<file path="src/rtl/uart_io_bridge.sv">
// uart_io_bridge: serial I/O front end of the basic computer.
// Receives UART bytes into 16-bit words for the CPU input register (FGI handshake)
// and serialises words from the CPU output register onto a UART line (FGO handshake).
// Each word travels as two frames, low byte first.
//
// Ports:
//   clk, reset            system clock, asynchronous active-high reset
//   rx / tx               serial lines, both idle high (rx is asynchronous to clk)
//   inpr_data, fgi        last complete received word and its "new word" flag
//   fgi_clr               CPU consumed inpr_data
//   outr_data, outr_load  word to transmit and its load strobe
//   fgo                   transmitter idle, ready for outr_load
//   rx_overrun, frame_err, parity_err  sticky error bits, cleared by err_clr
//
// Build option: define UART_IO_PARITY_EN for 8E1 frames; default is 8N1
// with parity_err tied to 0.
module uart_io_bridge #(
    parameter int unsigned CLKS_PER_BIT = 16
) (
    input  logic        clk,
    input  logic        reset,
    input  logic        rx,
    output logic        tx,
    output logic [15:0] inpr_data,
    output logic        fgi,
    input  logic        fgi_clr,
    input  logic [15:0] outr_data,
    input  logic        outr_load,
    output logic        fgo,
    output logic        rx_overrun,
    output logic        frame_err,
    output logic        parity_err,
    input  logic        err_clr
);

    localparam int unsigned CNT_W = (CLKS_PER_BIT > 2) ? $clog2(CLKS_PER_BIT) : 1;
    localparam logic [CNT_W-1:0] BIT_END  = CNT_W'(CLKS_PER_BIT - 1);
    localparam logic [CNT_W-1:0] HALF_END = CNT_W'(CLKS_PER_BIT / 2 - 1);

    localparam logic [2:0] S_IDLE   = 3'd0;
    localparam logic [2:0] S_START  = 3'd1;
    localparam logic [2:0] S_DATA   = 3'd2;
    localparam logic [2:0] S_STOP   = 3'd3;
`ifdef UART_IO_PARITY_EN
    localparam logic [2:0] S_PARITY = 3'd4;
`endif

    // ------------------------------------------------------------------
    // Receive path
    // ------------------------------------------------------------------
    logic [2:0]       r_rx_state;
    logic [2:0]       w_rx_next;
    logic             r_rx_meta;
    logic             r_rx_sync;
    logic             r_rx_prev;
    logic [CNT_W-1:0] r_rx_cnt;
    logic [2:0]       r_rx_bit;
    logic [7:0]       r_rx_shift;
    logic [7:0]       r_rx_low;
    logic             r_rx_phase;     // 0 = expecting low byte, 1 = high byte
    logic [15:0]      r_inpr;
    logic             r_fgi;
    logic             r_overrun;
    logic             r_frame_err;

    logic w_rx_fall;
    logic w_rx_tick;
    logic w_rx_half;
    logic w_rx_restart;
    logic w_stop_sample;
    logic w_frame_bad;
    logic w_par_bad;
    logic w_byte_ok;
    logic w_word_done;

    assign w_rx_fall     = r_rx_prev & ~r_rx_sync;
    assign w_rx_tick     = (r_rx_cnt == BIT_END);
    assign w_rx_half     = (r_rx_cnt == HALF_END);
    assign w_stop_sample = (r_rx_state == S_STOP) & w_rx_tick;
    assign w_frame_bad   = w_stop_sample & ~r_rx_sync;

`ifdef UART_IO_PARITY_EN
    logic r_rx_par;
    logic r_parity_err;
    // Parity is only judged on frames with a good stop bit, so frame errors win.
    assign w_par_bad = w_stop_sample & r_rx_sync & (^{r_rx_shift, r_rx_par});
`else
    assign w_par_bad = 1'b0;
`endif

    assign w_byte_ok   = w_stop_sample & r_rx_sync & ~w_par_bad;
    assign w_word_done = w_byte_ok & r_rx_phase;

    // RX state register
    always_ff @(posedge clk or posedge reset) begin
        if (reset) r_rx_state <= S_IDLE;
        else       r_rx_state <= w_rx_next;
    end

    // RX next-state logic
    always_comb begin
        w_rx_next = r_rx_state;
        case (r_rx_state)
            S_IDLE:  if (w_rx_fall) w_rx_next = S_START;
            S_START: if (w_rx_half) w_rx_next = r_rx_sync ? S_IDLE : S_DATA;
`ifdef UART_IO_PARITY_EN
            S_DATA:   if (w_rx_tick && r_rx_bit == 3'd7) w_rx_next = S_PARITY;
            S_PARITY: if (w_rx_tick) w_rx_next = S_STOP;
`else
            S_DATA:  if (w_rx_tick && r_rx_bit == 3'd7) w_rx_next = S_STOP;
`endif
            S_STOP:  if (w_rx_tick) w_rx_next = S_IDLE;
            default: w_rx_next = S_IDLE;
        endcase
    end

    // Bit timer restarts on every state change and on each data-bit sample.
    assign w_rx_restart = (w_rx_next != r_rx_state) | ((r_rx_state == S_DATA) & w_rx_tick);

    // RX synchroniser, bit timer, shifter and byte phase
    always_ff @(posedge clk or posedge reset) begin
        if (reset) begin
            r_rx_meta  <= 1'b1;
            r_rx_sync  <= 1'b1;
            r_rx_prev  <= 1'b1;
            r_rx_cnt   <= '0;
            r_rx_bit   <= '0;
            r_rx_shift <= '0;
            r_rx_low   <= '0;
            r_rx_phase <= 1'b0;
`ifdef UART_IO_PARITY_EN
            r_rx_par   <= 1'b0;
`endif
        end else begin
            r_rx_meta <= rx;
            r_rx_sync <= r_rx_meta;
            r_rx_prev <= r_rx_sync;

            if (r_rx_state == S_IDLE || w_rx_restart) r_rx_cnt <= '0;
            else                                      r_rx_cnt <= r_rx_cnt + 1'b1;

            if (r_rx_state == S_START) r_rx_bit <= '0;
            if (r_rx_state == S_DATA && w_rx_tick) begin
                r_rx_shift <= {r_rx_sync, r_rx_shift[7:1]};
                r_rx_bit   <= r_rx_bit + 3'd1;
            end
`ifdef UART_IO_PARITY_EN
            if (r_rx_state == S_PARITY && w_rx_tick) r_rx_par <= r_rx_sync;
`endif
            if (w_stop_sample) begin
                if (!w_byte_ok) begin
                    r_rx_phase <= 1'b0;
                end else if (!r_rx_phase) begin
                    r_rx_low   <= r_rx_shift;
                    r_rx_phase <= 1'b1;
                end else begin
                    r_rx_phase <= 1'b0;
                end
            end
        end
    end

    // Input register, FGI flag and sticky errors; a completing word beats fgi_clr,
    // and a new error beats err_clr.
    always_ff @(posedge clk or posedge reset) begin
        if (reset) begin
            r_inpr      <= '0;
            r_fgi       <= 1'b0;
            r_overrun   <= 1'b0;
            r_frame_err <= 1'b0;
`ifdef UART_IO_PARITY_EN
            r_parity_err <= 1'b0;
`endif
        end else begin
            if (w_word_done && (!r_fgi || fgi_clr)) begin
                r_inpr <= {r_rx_shift, r_rx_low};
                r_fgi  <= 1'b1;
            end else if (fgi_clr) begin
                r_fgi  <= 1'b0;
            end

            if (err_clr) begin
                r_overrun   <= 1'b0;
                r_frame_err <= 1'b0;
`ifdef UART_IO_PARITY_EN
                r_parity_err <= 1'b0;
`endif
            end
            if (w_word_done && r_fgi && !fgi_clr) r_overrun <= 1'b1;
            if (w_frame_bad) r_frame_err <= 1'b1;
`ifdef UART_IO_PARITY_EN
            if (w_par_bad) r_parity_err <= 1'b1;
`endif
        end
    end

    assign inpr_data  = r_inpr;
    assign fgi        = r_fgi;
    assign rx_overrun = r_overrun;
    assign frame_err  = r_frame_err;
`ifdef UART_IO_PARITY_EN
    assign parity_err = r_parity_err;
`else
    assign parity_err = 1'b0;
`endif

    // ------------------------------------------------------------------
    // Transmit path
    // ------------------------------------------------------------------
    logic [2:0]       r_tx_state;
    logic [2:0]       w_tx_next;
    logic [CNT_W-1:0] r_tx_cnt;
    logic [2:0]       r_tx_bit;
    logic             r_tx_byte;      // 0 = low byte frame, 1 = high byte frame
    logic [15:0]      r_tx_word;
    logic             r_tx;
    logic             r_fgo;

    logic       w_tx_tick;
    logic [7:0] w_tx_cur;

    assign w_tx_tick = (r_tx_cnt == BIT_END);
    assign w_tx_cur  = r_tx_byte ? r_tx_word[15:8] : r_tx_word[7:0];

    // TX state register
    always_ff @(posedge clk or posedge reset) begin
        if (reset) r_tx_state <= S_IDLE;
        else       r_tx_state <= w_tx_next;
    end

    // TX next-state logic; the high byte frame follows the low one with no gap
    always_comb begin
        w_tx_next = r_tx_state;
        case (r_tx_state)
            S_IDLE:  if (outr_load && r_fgo) w_tx_next = S_START;
            S_START: if (w_tx_tick) w_tx_next = S_DATA;
`ifdef UART_IO_PARITY_EN
            S_DATA:   if (w_tx_tick && r_tx_bit == 3'd7) w_tx_next = S_PARITY;
            S_PARITY: if (w_tx_tick) w_tx_next = S_STOP;
`else
            S_DATA:  if (w_tx_tick && r_tx_bit == 3'd7) w_tx_next = S_STOP;
`endif
            S_STOP:  if (w_tx_tick) w_tx_next = r_tx_byte ? S_IDLE : S_START;
            default: w_tx_next = S_IDLE;
        endcase
    end

    // TX bit timer, line driver and FGO; tx always carries the bit of the current state
    always_ff @(posedge clk or posedge reset) begin
        if (reset) begin
            r_tx_cnt  <= '0;
            r_tx_bit  <= '0;
            r_tx_byte <= 1'b0;
            r_tx_word <= '0;
            r_tx      <= 1'b1;
            r_fgo     <= 1'b1;
        end else begin
            if (r_tx_state == S_IDLE || w_tx_tick) r_tx_cnt <= '0;
            else                                   r_tx_cnt <= r_tx_cnt + 1'b1;

            case (r_tx_state)
                S_IDLE: begin
                    if (outr_load && r_fgo) begin
                        r_tx_word <= outr_data;
                        r_tx_byte <= 1'b0;
                        r_fgo     <= 1'b0;
                        r_tx      <= 1'b0;
                    end
                end
                S_START: begin
                    if (w_tx_tick) begin
                        r_tx     <= w_tx_cur[0];
                        r_tx_bit <= '0;
                    end
                end
                S_DATA: begin
                    if (w_tx_tick) begin
                        r_tx_bit <= r_tx_bit + 3'd1;
                        if (r_tx_bit == 3'd7) begin
`ifdef UART_IO_PARITY_EN
                            r_tx <= ^w_tx_cur;
`else
                            r_tx <= 1'b1;
`endif
                        end else begin
                            r_tx <= w_tx_cur[r_tx_bit + 3'd1];
                        end
                    end
                end
`ifdef UART_IO_PARITY_EN
                S_PARITY: begin
                    if (w_tx_tick) r_tx <= 1'b1;
                end
`endif
                S_STOP: begin
                    if (w_tx_tick) begin
                        if (!r_tx_byte) begin
                            r_tx_byte <= 1'b1;
                            r_tx      <= 1'b0;
                        end else begin
                            r_fgo <= 1'b1;
                            r_tx  <= 1'b1;
                        end
                    end
                end
                default: r_tx <= 1'b1;
            endcase
        end
    end

    assign tx  = r_tx;
    assign fgo = r_fgo;

endmodule

</file>
<file path="config.mk">
export PLATFORM = sky130hd
export DESIGN_NAME = uart_io_bridge
export DESIGN_NICKNAME = d
export VERILOG_FILES = /design/src/rtl/uart_io_bridge.sv
export SDC_FILE = /design/constraint.sdc
export NUM_CORES = 1
export LEC_CHECK = 0
export CORE_ASPECT_RATIO = 0.6
export CORE_MARGIN = 2
export CORE_UTILIZATION = 59
export CTS_CLUSTER_SIZE = 12
export DETAILED_ROUTE_END_ITERATION = 7
export GPL_ROUTABILITY_DRIVEN = 0
export HOLD_SLACK_MARGIN = 0.06
export PLACE_DENSITY = 0.84
export SLEW_MARGIN = 20
export SYNTH_ARGS = -nofsm -noshare
export SYNTH_HDL_FRONTEND = slang
export SYNTH_SLANG_ARGS = --single-unit
</file>
<file path="constraint.sdc">
create_clock -name clk -period 7.3 [get_ports clk]
set_input_delay 1.095 -clock clk [delete_from_list [all_inputs] [get_ports clk]]
set_output_delay 1.095 -clock clk [all_outputs]
set_load 0.01 [all_outputs]
</file>
=== Yosys cells after proc, flatten, opt, wreduce, memory -nomap -nowiden ===
Cells that the tools add are included.

* Bits in registers: 78

* Order comparisons: 1
* Mux-type cells: 41
* Bitwise operators: 9
* Add/sub/neg operators: 4
* Reductions and logical operators: 27
* Eq/ne operators: 18

{| class="wikitable"
|+ Operator list
! operator !! count
|-
| $mux W3 || 12
|-
| $pmux W3 S4 || 2
|-
| $mux W1 || 18
|-
| $eq A3 B2 Y1 const B || 4
|-
| $ne A2 B2 Y1 const B || 6
|-
| $reduce_and A4 Y1 || 3
|-
| $reduce_bool A2 Y1 || 6
|-
| $reduce_and A3 Y1 || 3
|-
| $add A4 B1 Y4 const B || 2
|-
| $eq A4 B4 Y1 const B || 2
|-
| $mux W4 || 2
|-
| $mux W8 || 1
|-
| $logic_and A1 B1 Y1 || 7
|-
| $add A3 B1 Y3 const B || 2
|-
| $and A1 B1 Y1 || 6
|-
| $eq A3 B1 Y1 const B || 2
|-
| $eq A3 B3 Y1 const B || 2
|-
| $logic_not A3 Y1 || 2
|-
| $pmux W3 S2 || 1
|-
| $eq A4 B3 Y1 const B || 1
|-
| $lt A3 B4 Y1 const B || 1
|-
| $pmux W1 S2 || 2
|-
| $pmux W1 S4 || 1
|-
| $bmux W1 S3 || 1
|-
| other kinds (7) || 11
|}

=== Longest topological paths before layout ===
* Depth after elaboration: 8
* Depth in mapped cells: 7

=== Least setup slack after synthesis ===
OpenSTA, ideal clock, no wires.

* Path kind: input port to flip-flop
* From: in outr_load
* To: reg r_tx_word[0]
* Data arrival time: 2033 ps
* Path slack: 5142 ps
* Library setup time: 125 ps
* Stages on the path: 3
* Buffers on the path: 1
* Path through: nand3_1 clkbuf_1 mux2_2

* Cells in the longest elaborated chain, start to end: 2

{| class="wikitable"
|+ Ends and longest elaborated chain
! what !! line !! RTL
|-
| start, declared || 28 || <nowiki>input logic outr_load,</nowiki>
|-
| $logic_and A1 B1 Y1 || 263 || <nowiki>if (outr_load && r_fgo) begin</nowiki>
|-
| $reduce_and A2 Y1 (no source line) || -- ||
|-
| end signal, assigned || 264 || <nowiki>r_tx_word <= outr_data;</nowiki>
|-
| end, declared || 215 || <nowiki>logic [15:0] r_tx_word;</nowiki>
|}

Every way passes these cells.
A chain may end at the register's enable or synchronous reset.

=== Worst setup path in the final report ===
* From: in fgi_clr
* To: reg r_inpr[13], in the netlist inpr_data[13]

* Cells in the longest elaborated chain, start to end: 2

{| class="wikitable"
|+ Ends and longest elaborated chain
! what !! line !! RTL
|-
| start, declared || 26 || <nowiki>input logic fgi_clr,</nowiki>
|-
| $logic_or A1 B1 Y1 || 175 || <nowiki>if (w_word_done && (!r_fgi || fgi_clr)) begin</nowiki>
|-
| $logic_and A1 B1 Y1 || 175 ||
|-
| end signal, assigned || 176 || <nowiki>r_inpr <= {r_rx_shift, r_rx_low};</nowiki>
|-
| end, declared || 61 || <nowiki>logic [15:0] r_inpr;</nowiki>
|}

Every way passes these cells.

==> flow_metrics.tcl <==
set metrics [dict create \
    status "finished, final reports clean" \
    fillerInstances 397 \
    met3_usage_pct 8.05 \
    critPathLaunchType "input pin" \
    internal-power_uw 632 \
    grt_pass1_wl_um 10300 \
    drcViolationCount 0 \
    grt_pass1_vias 2181 \
    hold_buffers 0 \
    post_drt_wl_per_cell_um 16.0 \
    grt-busiest-layer "met2" \
    dieArea_um2 6390 \
    htreeDepth 3 \
    ys.flop_type "dfrtp_1" \
    post_cts_buffers 0 \
    yosysWarnings 0 \
    relSlewSlack_pct 29.6 \
    skew_ns 0.00609 \
    dp_hpwl_um 4120 \
    power-per-cell-area_nw_per_um2 196 \
    drv_slew 0 \
    rsz0062_at_grt "false" \
    vdd_drop_max_mv 0.168 \
    finalCriticalPeriod_ns 2.74 \
    cp.arrival_ns 2.97 \
    maxCapViolCount 0 \
    antennaDiodeCount 0 \
    switching_share_pct 20.1 \
    ctsResizeCount 0 \
    netlist-cell-type-count 47 \
    p_sw_uw 159 \
    slowest_stage "nor2b_2" \
    avgSynthCellArea_um2 13.6 \
    wl_um 6040 \
    cp.required_ns 7.52 \
    cp_cell_sequence "clkdlybuf4s50_1 -> nand2b_1 -> nor2b_2 -> mux2_2" \
    critical_path_class "in2reg" \
    critPathMaxStageDelay_ns 0.86 \
    die_h_um 62.7 \
    p_comb_share_pct 3.0 \
    cts-root-buf "clkbuf_8" \
    use_met2_pct 32.2 \
    overflow 0 \
    hold_path.class "reg2reg" \
    worst_pin_slew_ns 1.05 \
    instances_no_fill 377 \
    path_delay_family "simple AND/OR/NAND/NOR gates" \
    finalSetupViolations 0 \
    clockBufferDepth 2 \
    crit_path_max_fanout 16 \
    fin_crit_sh_pct 37.6 \
    seq_power_share_pct 54.5 \
    cts_buffers 9 \
    clk_pin_slew_ns 0.07 \
    yosysSeqAreaShare_pct 57.0 \
    cts_tree "done" \
    row_count 21 \
    final_cell_mix "dfrtp_1, clkdlybuf4s50_1, mux2_2" \
    grt_antenna_before_repair 0 \
    initial_core_util_pct 60.9 \
    grt_use_total_pct 21.5 \
    met1_usage_pct 29.1 \
    final_nets 325 \
    drt-vias-per-instance 5.54 \
    final-hold-violation-count 0 \
    max_freq_mhz 365 \
    clk_latency_ns 0.34 \
    drtAntennaViolNets 0 \
    clkPwrFrac_pct 42.5 \
    die_x_um 102 \
    numClockSinks 77 \
    crit_buf_inv 1 \
    synthArstFlopShare_pct 100 \
    area_growth_pct 19.2 \
    final_layout_size_suffix_gt1_share_pct 26.6 \
    end_kind "flip-flop" \
    netlist_instances 250 \
    dr_total_vias 2089 \
    dp.cells 362 \
    leakage_uw 0.00188 \
    synth_edf_count 0 \
    syn_area_um2 3390 \
    layout_commonest_cell "dfrtp_1" \
    grt_max_degree 78 \
    port_buffers 42 \
    ios 44 \
    dr.pass1.iters 4 \
    synth_seq_cells 77 \
    setup_tns_ns 0 \
    coreArea_um2 5570 \
    drt_iter0_markers 121 \
]
[worst register-to-register path: stages, from the launching register on]
cell and delay (ns):
dfrtp_1 0.38, ha_1 0.29, nand2_2 0.11, or4_4 0.55
nor2b_2 0.83, mux2_2 0.43
[per-layer routing]
metal,part of all wire (%),vias to the layer above
li1,-,982
met1,47,1045
met2,46,52
met3,4.9,10
met4,1.8,0
met5,0,-
[state kept, by name, indices dropped and copies added (netlist names)]
name / cells
r_tx_state: 2
r_rx_meta: 1
fgi: 1
tx: 1
r_rx_state: 3
r_rx_prev: 1
r_tx_bit: 3
frame_err: 1
r_tx_byte: 1
rx_overrun: 1
inpr_data: 16
r_tx_cnt: 4
r_rx_cnt: 4
r_tx_word: 16
r_rx_shift: 8
fgo: 1
r_rx_sync: 1
r_rx_low: 8
r_rx_phase: 1
r_rx_bit: 3
[stage by stage]
stage,util [%],total power [uW],worst slack [ns],area (um^2),hold WS (ns)
after detailed placement,68.9,464,4.23,3840,0.348
after global placement,68.9,463,4.29,3840,0.346
final,72.6,791,4.56,4040,0.357
after CTS,72.6,799,4.57,4040,0.359
after floorplan,-,449,4.25,3400,0.345
after global routing,72.6,825,4.45,4040,0.361
[power groups by stage]
| stage | Sequential, uW | Clock [uW] | Combinational, uW |
|---|---|---|---|
| finish | 431 | 336 | 23.8 |
| global route | 431 | 367 | 26.8 |
| CTS | 431 | 343 | 24.6 |
| detailed placement | 439 | 0 | 24.5 |
| global placement | 439 | 0 | 23.9 |
| floorplan | 438 | 0 | 10.8 |
[synthesized netlist by cell type (2+ instances only)]
cell type	count	share of area, %
a21o_1	2	0.44
a21oi_1	8	1.2
a31oi_1	4	0.74
and3_1	2	0.37
buf_2	4	0.59
buf_6	2	0.66
clkbuf_1	4	0.44
dfrtp_1	72	53
dfstp_2	5	3.9
ha_1	10	3.7
inv_1	15	1.7
mux2_2	39	13
mux2_4	10	4.4
mux2i_1	2	0.59
mux4_2	3	2.0
nand2_1	9	1.0
nand3_1	4	0.59
nand4b_1	2	0.52
nor2_1	8	0.89
nor3_1	3	0.44
nor3b_1	2	0.44
o211ai_1	5	1.1
o21ai_0	9	1.3
o22ai_1	2	0.37
xnor2_1	2	0.52
[final cells by class]
class	count	area [um^2]	area share, %
sequential	77	1930	47.8
multi-input combinational	147	1320	32.7
timing repair buffer	43	428	10.6
clock buffer	11	131	3.25
tap	80	100	2.48
clock inverter	4	73.8	1.83
inverter	15	56.3	1.39
[worst paths after layout]
kind | start | depth (start not counted) | slack [ns] | end
max | fgi_clr | 4 | 4.56 | inpr_data[13]
min | r_rx_meta | 0 | 0.36 | r_rx_sync
max reg2reg | r_rx_cnt[0] | 5 | 4.60 | inpr_data[13]
min reg2reg | r_rx_meta | 0 | 0.36 | r_rx_sync
max in group asynchronous | reset | 3 | 5.36 | inpr_data[12]
min in group asynchronous | reset | 3 | 1.35 | r_rx_cnt[1]
[kinds of logic after synthesis]
logic type	count (synthesis)	share of synthesized area, %
buffers and inverters	27	4.17
xor gates and xnor gates	3	0.775
muxes	54	20.0
other	1	0.111
and+or+nand+nor	38	6.57
DFF	77	57.0
AOI/OAI and AO/OA	40	7.75
adders and majority gates	10	3.69
No activity file was read; power rests on OpenSTA's default activity.
